## config.mk

```make
export PLATFORM = sky130hd
export DESIGN_NAME = ram_stream_ctrl
export DESIGN_NICKNAME = d
export VERILOG_FILES = /design/src/rtl/comefa_ram_pkg.sv /design/src/rtl/ram_rd_fifo.sv /design/src/rtl/ram_stream_ctrl.sv
export SDC_FILE = /design/constraint.sdc
export NUM_CORES = 1
export LEC_CHECK = 0
export BUFFER_PORTS_ARGS = -buffer_cell sky130_fd_sc_hd__buf_2
export CORE_UTILIZATION = 55
export CTS_CLUSTER_SIZE = 25
export DETAILED_ROUTE_END_ITERATION = 7
export GPL_TIMING_DRIVEN = 0
export PLACE_DENSITY = 0.8
export SLEW_MARGIN = 20
export SYNTH_ARGS = -nofsm -noshare
export SYNTH_HDL_FRONTEND = slang
export SYNTH_SLANG_ARGS = --single-unit
```

## constraint.sdc

```tcl
create_clock -name clk -period 3.1 [get_ports clk]
set_input_delay 0.31 -clock clk [delete_from_list [all_inputs] [get_ports clk]]
set_output_delay 0.31 -clock clk [all_outputs]
set_load 0.02 [all_outputs]
```

## src/rtl/comefa_ram_pkg.sv

```systemverilog
// Shared types for the CoMeFa RAM streaming front-end.
// Holds the controller state encoding and the command direction codes.
package comefa_ram_pkg;

    typedef enum logic [1:0] {
        ST_IDLE   = 2'd0,
        ST_WRITE  = 2'd1,
        ST_READ   = 2'd2,
        ST_FINISH = 2'd3
    } state_e;

    localparam logic DIR_WR = 1'b0;
    localparam logic DIR_RD = 1'b1;

endpackage

```

## src/rtl/ram_rd_fifo.sv

```systemverilog
// Read-return FIFO that absorbs the RAM's registered read latency.
// Ports: clk_i/rst_ni, push_i/push_data_i, pop_i, head_o, count_o, empty_o.
module ram_rd_fifo #(
    parameter int DWIDTH = 32,
    parameter int DEPTH  = 4
) (
    input  logic                   clk_i,
    input  logic                   rst_ni,
    input  logic                   push_i,
    input  logic [DWIDTH-1:0]      push_data_i,
    input  logic                   pop_i,
    output logic [DWIDTH-1:0]      head_o,
    output logic [$clog2(DEPTH):0] count_o,
    output logic                   empty_o
);

    localparam int PW = $clog2(DEPTH);

    logic [DWIDTH-1:0] mem_q [DEPTH];
    logic [PW-1:0]     wr_ptr_q, wr_ptr_d;
    logic [PW-1:0]     rd_ptr_q, rd_ptr_d;
    logic [PW:0]       cnt_q, cnt_d;
    logic              do_push, do_pop;

    assign empty_o = (cnt_q == '0);
    assign count_o = cnt_q;
    assign head_o  = mem_q[rd_ptr_q];

    assign do_pop  = pop_i && !empty_o;
    // A push into a full FIFO is only legal when the head leaves this cycle.
    assign do_push = push_i && ((cnt_q != (PW+1)'(DEPTH)) || do_pop);

    always_comb begin
        wr_ptr_d = wr_ptr_q;
        rd_ptr_d = rd_ptr_q;
        cnt_d    = cnt_q;
        if (do_push) wr_ptr_d = wr_ptr_q + PW'(1);
        if (do_pop)  rd_ptr_d = rd_ptr_q + PW'(1);
        unique case ({do_push, do_pop})
            2'b10:   cnt_d = cnt_q + (PW+1)'(1);
            2'b01:   cnt_d = cnt_q - (PW+1)'(1);
            default: cnt_d = cnt_q;
        endcase
    end

    always_ff @(posedge clk_i or negedge rst_ni) begin
        if (!rst_ni) begin
            wr_ptr_q <= '0;
            rd_ptr_q <= '0;
            cnt_q    <= '0;
        end else begin
            wr_ptr_q <= wr_ptr_d;
            rd_ptr_q <= rd_ptr_d;
            cnt_q    <= cnt_d;
        end
    end

    always_ff @(posedge clk_i) begin
        if (do_push) mem_q[wr_ptr_q] <= push_data_i;
    end

endmodule

```

## src/rtl/ram_stream_ctrl.sv

```systemverilog
// Streaming DMA front-end: turns write/read burst commands plus valid/ready
// word streams into RAM port A (write) and port B (read) traffic.
// Ports: cmd_* command handshake, in_* write stream, out_* read stream,
// done completion pulse, address_a/wren_a/data_a and address_b/wren_b/out_b
// toward the dual-port RAM.
module ram_stream_ctrl
    import comefa_ram_pkg::*;
#(
    parameter int AWIDTH    = 10,
    parameter int DWIDTH    = 32,
    parameter int RDQ_DEPTH = 4
) (
    input  logic              clk,
    input  logic              resetn,
    input  logic              cmd_valid,
    output logic              cmd_ready,
    input  logic              cmd_dir,
    input  logic [AWIDTH-1:0] cmd_addr,
    input  logic [AWIDTH:0]   cmd_len,
    input  logic              in_valid,
    output logic              in_ready,
    input  logic [DWIDTH-1:0] in_data,
    output logic              out_valid,
    input  logic              out_ready,
    output logic [DWIDTH-1:0] out_data,
    output logic              done,
    output logic [AWIDTH-1:0] address_a,
    output logic              wren_a,
    output logic [DWIDTH-1:0] data_a,
    output logic [AWIDTH-1:0] address_b,
    output logic              wren_b,
    input  logic [DWIDTH-1:0] out_b
);

    localparam int CW = $clog2(RDQ_DEPTH) + 1;

    state_e            state_q, state_d;
    logic [AWIDTH-1:0] cur_addr_q, cur_addr_d;
    logic [AWIDTH:0]   remain_q, remain_d;
    logic              inflight_q, inflight_d;

    logic              wren_a_q;
    logic [AWIDTH-1:0] address_a_q;
    logic [DWIDTH-1:0] data_a_q;
    logic [AWIDTH-1:0] addr_b_q;

    logic              st_write, st_read;
    logic              have_left;
    logic              in_fire;
    logic              rd_issue;
    logic              rd_last;
    logic              out_fire;
    logic [CW-1:0]     fifo_cnt;
    logic              fifo_empty;
    logic [CW:0]       occ;

    assign st_write  = (state_q == ST_WRITE);
    assign st_read   = (state_q == ST_READ);
    assign have_left = (remain_q != '0);

    // Gating with resetn keeps cmd_ready low while reset is held.
    assign cmd_ready = resetn && (state_q == ST_IDLE);
    assign in_ready  = st_write && have_left;
    assign in_fire   = in_valid && in_ready;

    assign out_valid = st_read && !fifo_empty;
    assign out_fire  = out_valid && out_ready;

    // Words stored plus the one still coming back from the RAM must fit.
    assign occ      = {1'b0, fifo_cnt} + {{CW{1'b0}}, inflight_q};
    assign rd_issue = st_read && have_left
                   && (occ < (CW+1)'(RDQ_DEPTH));

    // Leave READ in the same cycle the final word is taken, so done
    // follows the last out handshake by exactly one cycle.
    assign rd_last = st_read && !have_left && !inflight_q
                  && (fifo_empty
                      || ((fifo_cnt == CW'(1)) && out_ready));

    assign done      = (state_q == ST_FINISH);
    assign wren_a    = wren_a_q;
    assign address_a = address_a_q;
    assign data_a    = data_a_q;
    assign wren_b    = 1'b0;
    // Port B address only moves when a read is actually issued.
    assign address_b = rd_issue ? cur_addr_q : addr_b_q;

    always_comb begin
        state_d    = state_q;
        cur_addr_d = cur_addr_q;
        remain_d   = remain_q;
        inflight_d = 1'b0;
        unique case (state_q)
            ST_IDLE: begin
                if (cmd_valid) begin
                    cur_addr_d = cmd_addr;
                    remain_d   = cmd_len;
                    if (cmd_len == '0) begin
                        state_d = ST_FINISH;
                    end else if (cmd_dir == DIR_RD) begin
                        state_d = ST_READ;
                    end else begin
                        state_d = ST_WRITE;
                    end
                end
            end
            ST_WRITE: begin
                if (in_fire) begin
                    cur_addr_d = cur_addr_q + AWIDTH'(1);
                    remain_d   = remain_q - (AWIDTH+1)'(1);
                end
                // One drain cycle lets the final port-A write go out
                // before done is raised.
                if (!have_left) state_d = ST_FINISH;
            end
            ST_READ: begin
                inflight_d = rd_issue;
                if (rd_issue) begin
                    cur_addr_d = cur_addr_q + AWIDTH'(1);
                    remain_d   = remain_q - (AWIDTH+1)'(1);
                end
                if (rd_last) state_d = ST_FINISH;
            end
            ST_FINISH: begin
                state_d = ST_IDLE;
            end
            default: begin
                state_d = ST_IDLE;
            end
        endcase
    end

    always_ff @(posedge clk or negedge resetn) begin
        if (!resetn) begin
            state_q    <= ST_IDLE;
            cur_addr_q <= '0;
            remain_q   <= '0;
            inflight_q <= 1'b0;
            addr_b_q   <= '0;
        end else begin
            state_q    <= state_d;
            cur_addr_q <= cur_addr_d;
            remain_q   <= remain_d;
            inflight_q <= inflight_d;
            addr_b_q   <= address_b;
        end
    end

    always_ff @(posedge clk or negedge resetn) begin
        if (!resetn) begin
            wren_a_q    <= 1'b0;
            address_a_q <= '0;
            data_a_q    <= '0;
        end else begin
            wren_a_q <= in_fire;
            if (in_fire) begin
                address_a_q <= cur_addr_q;
                data_a_q    <= in_data;
            end
        end
    end

    ram_rd_fifo #(
        .DWIDTH (DWIDTH),
        .DEPTH  (RDQ_DEPTH)
    ) u_rd_fifo (
        .clk_i       (clk),
        .rst_ni      (resetn),
        .push_i      (inflight_q),
        .push_data_i (out_b),
        .pop_i       (out_fire),
        .head_o      (out_data),
        .count_o     (fifo_cnt),
        .empty_o     (fifo_empty)
    );

endmodule

```

Word-level counts from Yosys, hierarchy flattened
Memories as Yosys holds them, arrays and structs flattened. Cells that the tools add are included.

Equal/unequal tests: 12. Magnitude comparators: 1. $add $sub $neg: 7. Mux-type cells: 19. Reductions and logical operators: 26.

Operator list (count): two-way mux 10 bit (4); two-way mux 11 bit (3); case mux 11 bit (3 select lines) (1); case mux 10 bit (3 select lines) (1); logical AND 1 bit (13); zero test 11 bit (1); nonzero test 11 bit (1); subtractor 11 x 1 -> 11 bit, second input constant (1); adder 10 x 1 -> 10 bit, second input constant (1); two-way mux 2 bit (5); case mux 2 bit (4 select lines) (1); == test 2 bit, second input constant (3); inequality test 2 x 1 -> 1 bit, second input constant (3); case mux 3 bit (2 select lines) (1); adder 2 x 1 -> 2 bit, second input constant (2); adder 3 x 1 -> 4 bit (1); == test 2 x 1 -> 1 bit, second input constant (2); less-than comparator 4 x 3 -> 1 bit, second input constant (1); inequality test 2 bit, second input constant (2); AND reduction 4 bit (1); adder 3 x 1 -> 3 bit, second input constant (1); == test 3 x 1 -> 1 bit, second input constant (1); zero test 1 bit (3); zero test 3 bit (1); other kinds (8) (11).

Output and inout bits: 90. Logic and storage cells: 77. Bits of input ports: 91. Bits in writable memories: 128. Memories kept: 1. Flip-flop bits (word level): 84.

Memories: u_rd_fifo.mem_q (depth 4, width 32, rd ports 1, clocked after Yosys merged registers in 0, write ports 1, line ram_rd_fifo.sv:19) `logic [DWIDTH-1:0] mem_q [DEPTH];`.

Logic depth before layout (Yosys ltp)
Word-level depth: 9. Depth in mapped cells: 9. Gate-level depth less buffers: 9.

Hierarchy
Synthesis repeated with hierarchy kept, for this count alone.

Cells, all modules: 535. Area, all modules: 8872.3 um^2.

By module, submodules not included: ram_rd_fifo (area an instance 5111.2 um^2, instances 1, cells each 219, seq. area each 4018.9 um^2); ram_stream_ctrl (area an instance 3761.1 um^2, instances 1, cells each 316, seq. area each 1926.8 um^2).

Worst setup path after synthesis
OpenSTA, ideal clock, no wires.

Path kind: register to register. From: register state_q[0]. To: memory u_rd_fifo.mem_q[0][0] (enable). Library setup time: 392 ps. Arrival: 2030 ps. Stages on the path, launching flop included: 6. Buffers on the path: 0. Data required time: 2708 ps. Slack: 678 ps. Period minus slack after synthesis: 2422 ps. Cell sequence: dfrtp_1 -> inv_1 -> ha_1 -> nand2_1 -> a31oi_1 -> and2_1.

Word-level cells in the longest chain between the ends: 8.

RTL lines: start, declared (line ram_stream_ctrl.sv:37) `state_e state_q, state_d;`; start signal, assigned (line ram_stream_ctrl.sv:141) `state_q <= state_d;`; == test 2 bit (line ram_stream_ctrl.sv:58) `assign st_read = (state_q == ST_READ);`; logical AND 1 bit (line ram_stream_ctrl.sv:66) `assign out_valid = st_read && !fifo_empty;`; logical AND 1 bit (line ram_stream_ctrl.sv:67) `assign out_fire = out_valid && out_ready;`; logical AND 1 bit (line ram_rd_fifo.sv:29) `assign do_pop = pop_i && !empty_o;`; logical OR 1 bit (line ram_rd_fifo.sv:31) `assign do_push = push_i && ((cnt_q != (PW+1)'(DEPTH)) || do_pop);`; logical AND 1 bit (line ram_rd_fifo.sv:31); two-way mux 1 bit (line ram_rd_fifo.sv:59) `if (do_push) mem_q[wr_ptr_q] <= push_data_i;`; two-way mux 1 bit (implied by the code) (line ram_rd_fifo.sv:59); end, declared (line ram_rd_fifo.sv:19).

Every way passes these cells.

Worst setup path after layout
From: register remain_q[0]. To: output port address_b[5].

Word-level cells in the longest chain between the ends: 4.

RTL lines: start, declared (line ram_stream_ctrl.sv:39) `logic [AWIDTH:0] remain_q, remain_d;`; start signal, assigned (line ram_stream_ctrl.sv:143) `remain_q <= remain_d;`; nonzero test 11 bit (line ram_stream_ctrl.sv:59) `assign have_left = (remain_q != '0);`; logical AND 1 bit (line ram_stream_ctrl.sv:71) `assign rd_issue = st_read && have_left`; logical AND 1 bit (line ram_stream_ctrl.sv:72) `&& (occ < (CW+1)'(RDQ_DEPTH));`; two-way mux 10 bit (line ram_stream_ctrl.sv:86) `assign address_b = rd_issue ? cur_addr_q : addr_b_q;`; end, declared (line ram_stream_ctrl.sv:30) `output logic [AWIDTH-1:0] address_b,`.

Every way passes these cells.

==> impl_metrics.yaml <==
drt:
  drc_errors: 0
  drt-pass1-iter-count: 5
  drtAntennaViolNets: 0
  drt_iter0_markers: 340
  num_vias: 5381
  avgRoutedWirePerCell_um: 18.86
  wl_um: 18140
  drt-vias-per-instance: 5.594
die:
  die_y_um: 128.0
  dieArea_mm2: 0.01638
  start_util_pct: 56.80
  coreArea_mm2: 0.01537
  placementRows: 45
  ios: 181
  die_w_um: 128.0
synth:
  synth_edf_count: 128
  syn_nets: 633
  synth_cell_type_count: 51
  synthFlopType: "edfxtp_1"
  ys_seq_area_share_pct: 68.10
  ys_seq_elements: 212
  synth_area_mm2: 0.008731
  syn_inst: 525
  async_reset_ff_share_pct: 39.62
  yosysWarnings: 0
  syn_avg_cell_area_um2: 16.63
cts:
  root_buffer: "clkbuf_16"
  cts_sinks: 212
  post_cts_buffers: 0
  numCtsBuffers: 22
  clock_path_buffers: 3
  clkTransAtPathRegs_ns: 0.06
  htreeDepth: 1
  worstSkewPairLatency_ns: 0.49
  cts_tree: "built"
sta:
  hold_viol: 0
  slew_headroom_pct: 57.48
  finalSetupTns_ns: 0
  clock.fmax_mhz: 343.8
  post-route-min-period_ns: 2.909
  post-route-period-util_pct: 93.82
  final.setup_skew_ns: 0.01154
  worst_slew_pin_slew_ns: 0.6378
  hold_ws_ns: 0.03095
  slew_violations: 0
  setup_viol: 0
  grt_setup_unrepaired: "no"
place:
  port_buffers: 179
  dp_hpwl_um: 12550
  place_congestion: 0.8605
power:
  p_leak_nw: 4.327
  powerDensity_mw_per_mm2: 1079
  power.total_mw: 11.61
  ir_drop_mv: 0.5688
global_routing:
  grt_overflow: 0
  grt.total_usage_pct: 22.71
  grt_pass1_vias: 5850
  grt_max_degree: 45
  antenna_found_initial: 0
  grt_pass1_wl_um: 29000
worst_setup_path:
  end_kind: "output pin"
  start_kind: "flop"
  worstPathRequired_ns: 2.79
  crit_arrival_ns: 2.60
  path_max_fanout: 10
  critPathKind: "flop to output pin"
layout:
  area_delta_synth_final_pct: 23.24
  fin_nets: 842
  drive_gt1_share_pct: 43.73
hold_path:
  hold_path.class: "primary input to flop"
run:
  drv_cap: 0
run_status:
  status: "complete, no violations"
flip-flops by register name (all words and copies together), names as in the netlist:
| signal | flops |
|---|---|
| u_rd_fifo.wr_ptr_q | 2 |
| u_rd_fifo.rd_ptr_q | 2 |
| address_a | 10 |
| inflight_q | 1 |
| u_rd_fifo.count_o | 3 |
| addr_b_q | 10 |
| cur_addr_q | 10 |
| data_a | 32 |
| u_rd_fifo.mem_q | 128 |
| wren_a | 1 |
| state_q | 2 |
| remain_q | 11 |
cell families after synthesis:
| group | share of synthesized area, % |
|---|---|
| multiplexers | 15.62 |
| buffers and inverters | 2.666 |
| AND/OR/NAND/NOR | 5.217 |
| AO/OA/AOI/OAI | 5.317 |
| XOR/XNOR | 0.6019 |
| flip-flops | 68.10 |
| other | 0.04295 |
| adder cells (fa/ha/maj) | 2.436 |
critical path: stages, from the launching register on:
cell and delay [ns]:
dfrtp_1 0.42, inv_1 0.09, ha_1 0.16, nor4b_4 0.25, a31oi_1 0.20, nand2_2 0.19, clkbuf_4 0.24, mux2_2 0.38
buf_2 0.17
report_power, final:
group	switching [mW]	total, mW	internal, mW
combinational	2.84	4.90	2.07
clock	1.05	2.53	1.48
sequential	0.443	4.17	3.73
total	4.33	11.6	7.28
synthesized netlist by cell type (7+ instances only):
library cell / number / area (um^2)
a21oi_1: 9 / 45.04
o22a_1: 7 / 61.31
nand2_1: 20 / 75.07
nand3_1: 10 / 50.05
nor2_1: 12 / 45.04
edfxtp_1: 128 / 3844
and2_1: 8 / 50.05
mux4_2: 32 / 720.7
clkbuf_1: 13 / 48.80
mux2i_1: 8 / 80.08
mux2_2: 50 / 563.0
o21ai_0: 20 / 100.1
inv_1: 21 / 78.83
dfrtp_1: 84 / 2102
a211o_1: 7 / 61.31
ha_1: 17 / 212.7
through the flow:
step	setup slack [ns]	util, %	instances	area [um^2]
after CTS	0.03127	69.90	961	10740
after detailed placement	0.5227	65.24	920	10030
after global placement	-0.03155	64.35	915	9891
final	0.1915	70.00	962	10760
after floorplan	0.6783	-	525	8731
after global routing	0.03826	69.99	961	10760
area by class of cell:
cell class              instances  area (um^2)
clock buffers                  28        614.3
repair buffers                185         1039
flip-flops and latches        212         5946
well taps                     211        264.0
clock inverters                12        86.33
multi-input cells             265         2574
inverters                      21        78.83
fillers                      1011         4611
plain buffers                  27        156.4
diodes                          1        2.502
metal layers:
layer	GRT usage, %	vias to the layer above	wire length (um)	share of wire [%]
met5	0	-	0	0
met4	6.436	0	316	1.7
met3	4.174	31	1254	6.9
met2	40.66	230	9404	52
met1	28.28	2700	7165	39
li1	-	2420	-	-
cells in the final DEF (no fill, tap or decap), types with 4 or more instances in the layout:
master | Yosys | routed
clkbuf_16 | 0 | 23
edfxtp_1 | 128 | 128
ha_1 | 17 | 17
xnor2_1 | 5 | 5
mux2i_1 | 8 | 8
o21ai_0 | 20 | 20
a21oi_1 | 9 | 9
mux2_2 | 50 | 50
nor4b_1 | 6 | 6
buf_6 | 4 | 4
clkbuf_1 | 13 | 16
o22a_1 | 7 | 7
and2_2 | 0 | 4
mux4_2 | 32 | 32
nand2b_1 | 6 | 6
nor2_1 | 12 | 12
nand2_1 | 20 | 19
buf_16 | 0 | 4
nand3_1 | 10 | 10
inv_1 | 21 | 21
buf_4 | 4 | 5
clkinv_2 | 0 | 6
and2_1 | 8 | 4
dfrtp_1 | 84 | 84
buf_2 | 6 | 183
a31oi_1 | 6 | 6
a211o_1 | 7 | 7
timing repair:
action,CTS,global route
hold buffers,1,0
gates resized for setup,1,3
cloned,0,0
endpoints found under the hold margin,40,0
endpoints found under the setup margin,1,7
final timing paths:
kind / slack (ns) / end / cells past startpoint / start
worst max-delay path: 0.19 / address_b[5] / 8 / remain_q[0]
worst min-delay path: 0.03 / u_rd_fifo.mem_q[2][11] / 1 / out_b[11]
worst max register to register: 0.64 / u_rd_fifo.mem_q[3][4] / 6 / state_q[0]
worst min register to register: 0.50 / address_a[2] / 1 / address_a[2]
max in group asynchronous: 2.16 / u_rd_fifo.rd_ptr_q[1] / 3 / resetn
min in group asynchronous: 0.32 / remain_q[8] / 2 / resetn
(Power assumes the default switching activity.)
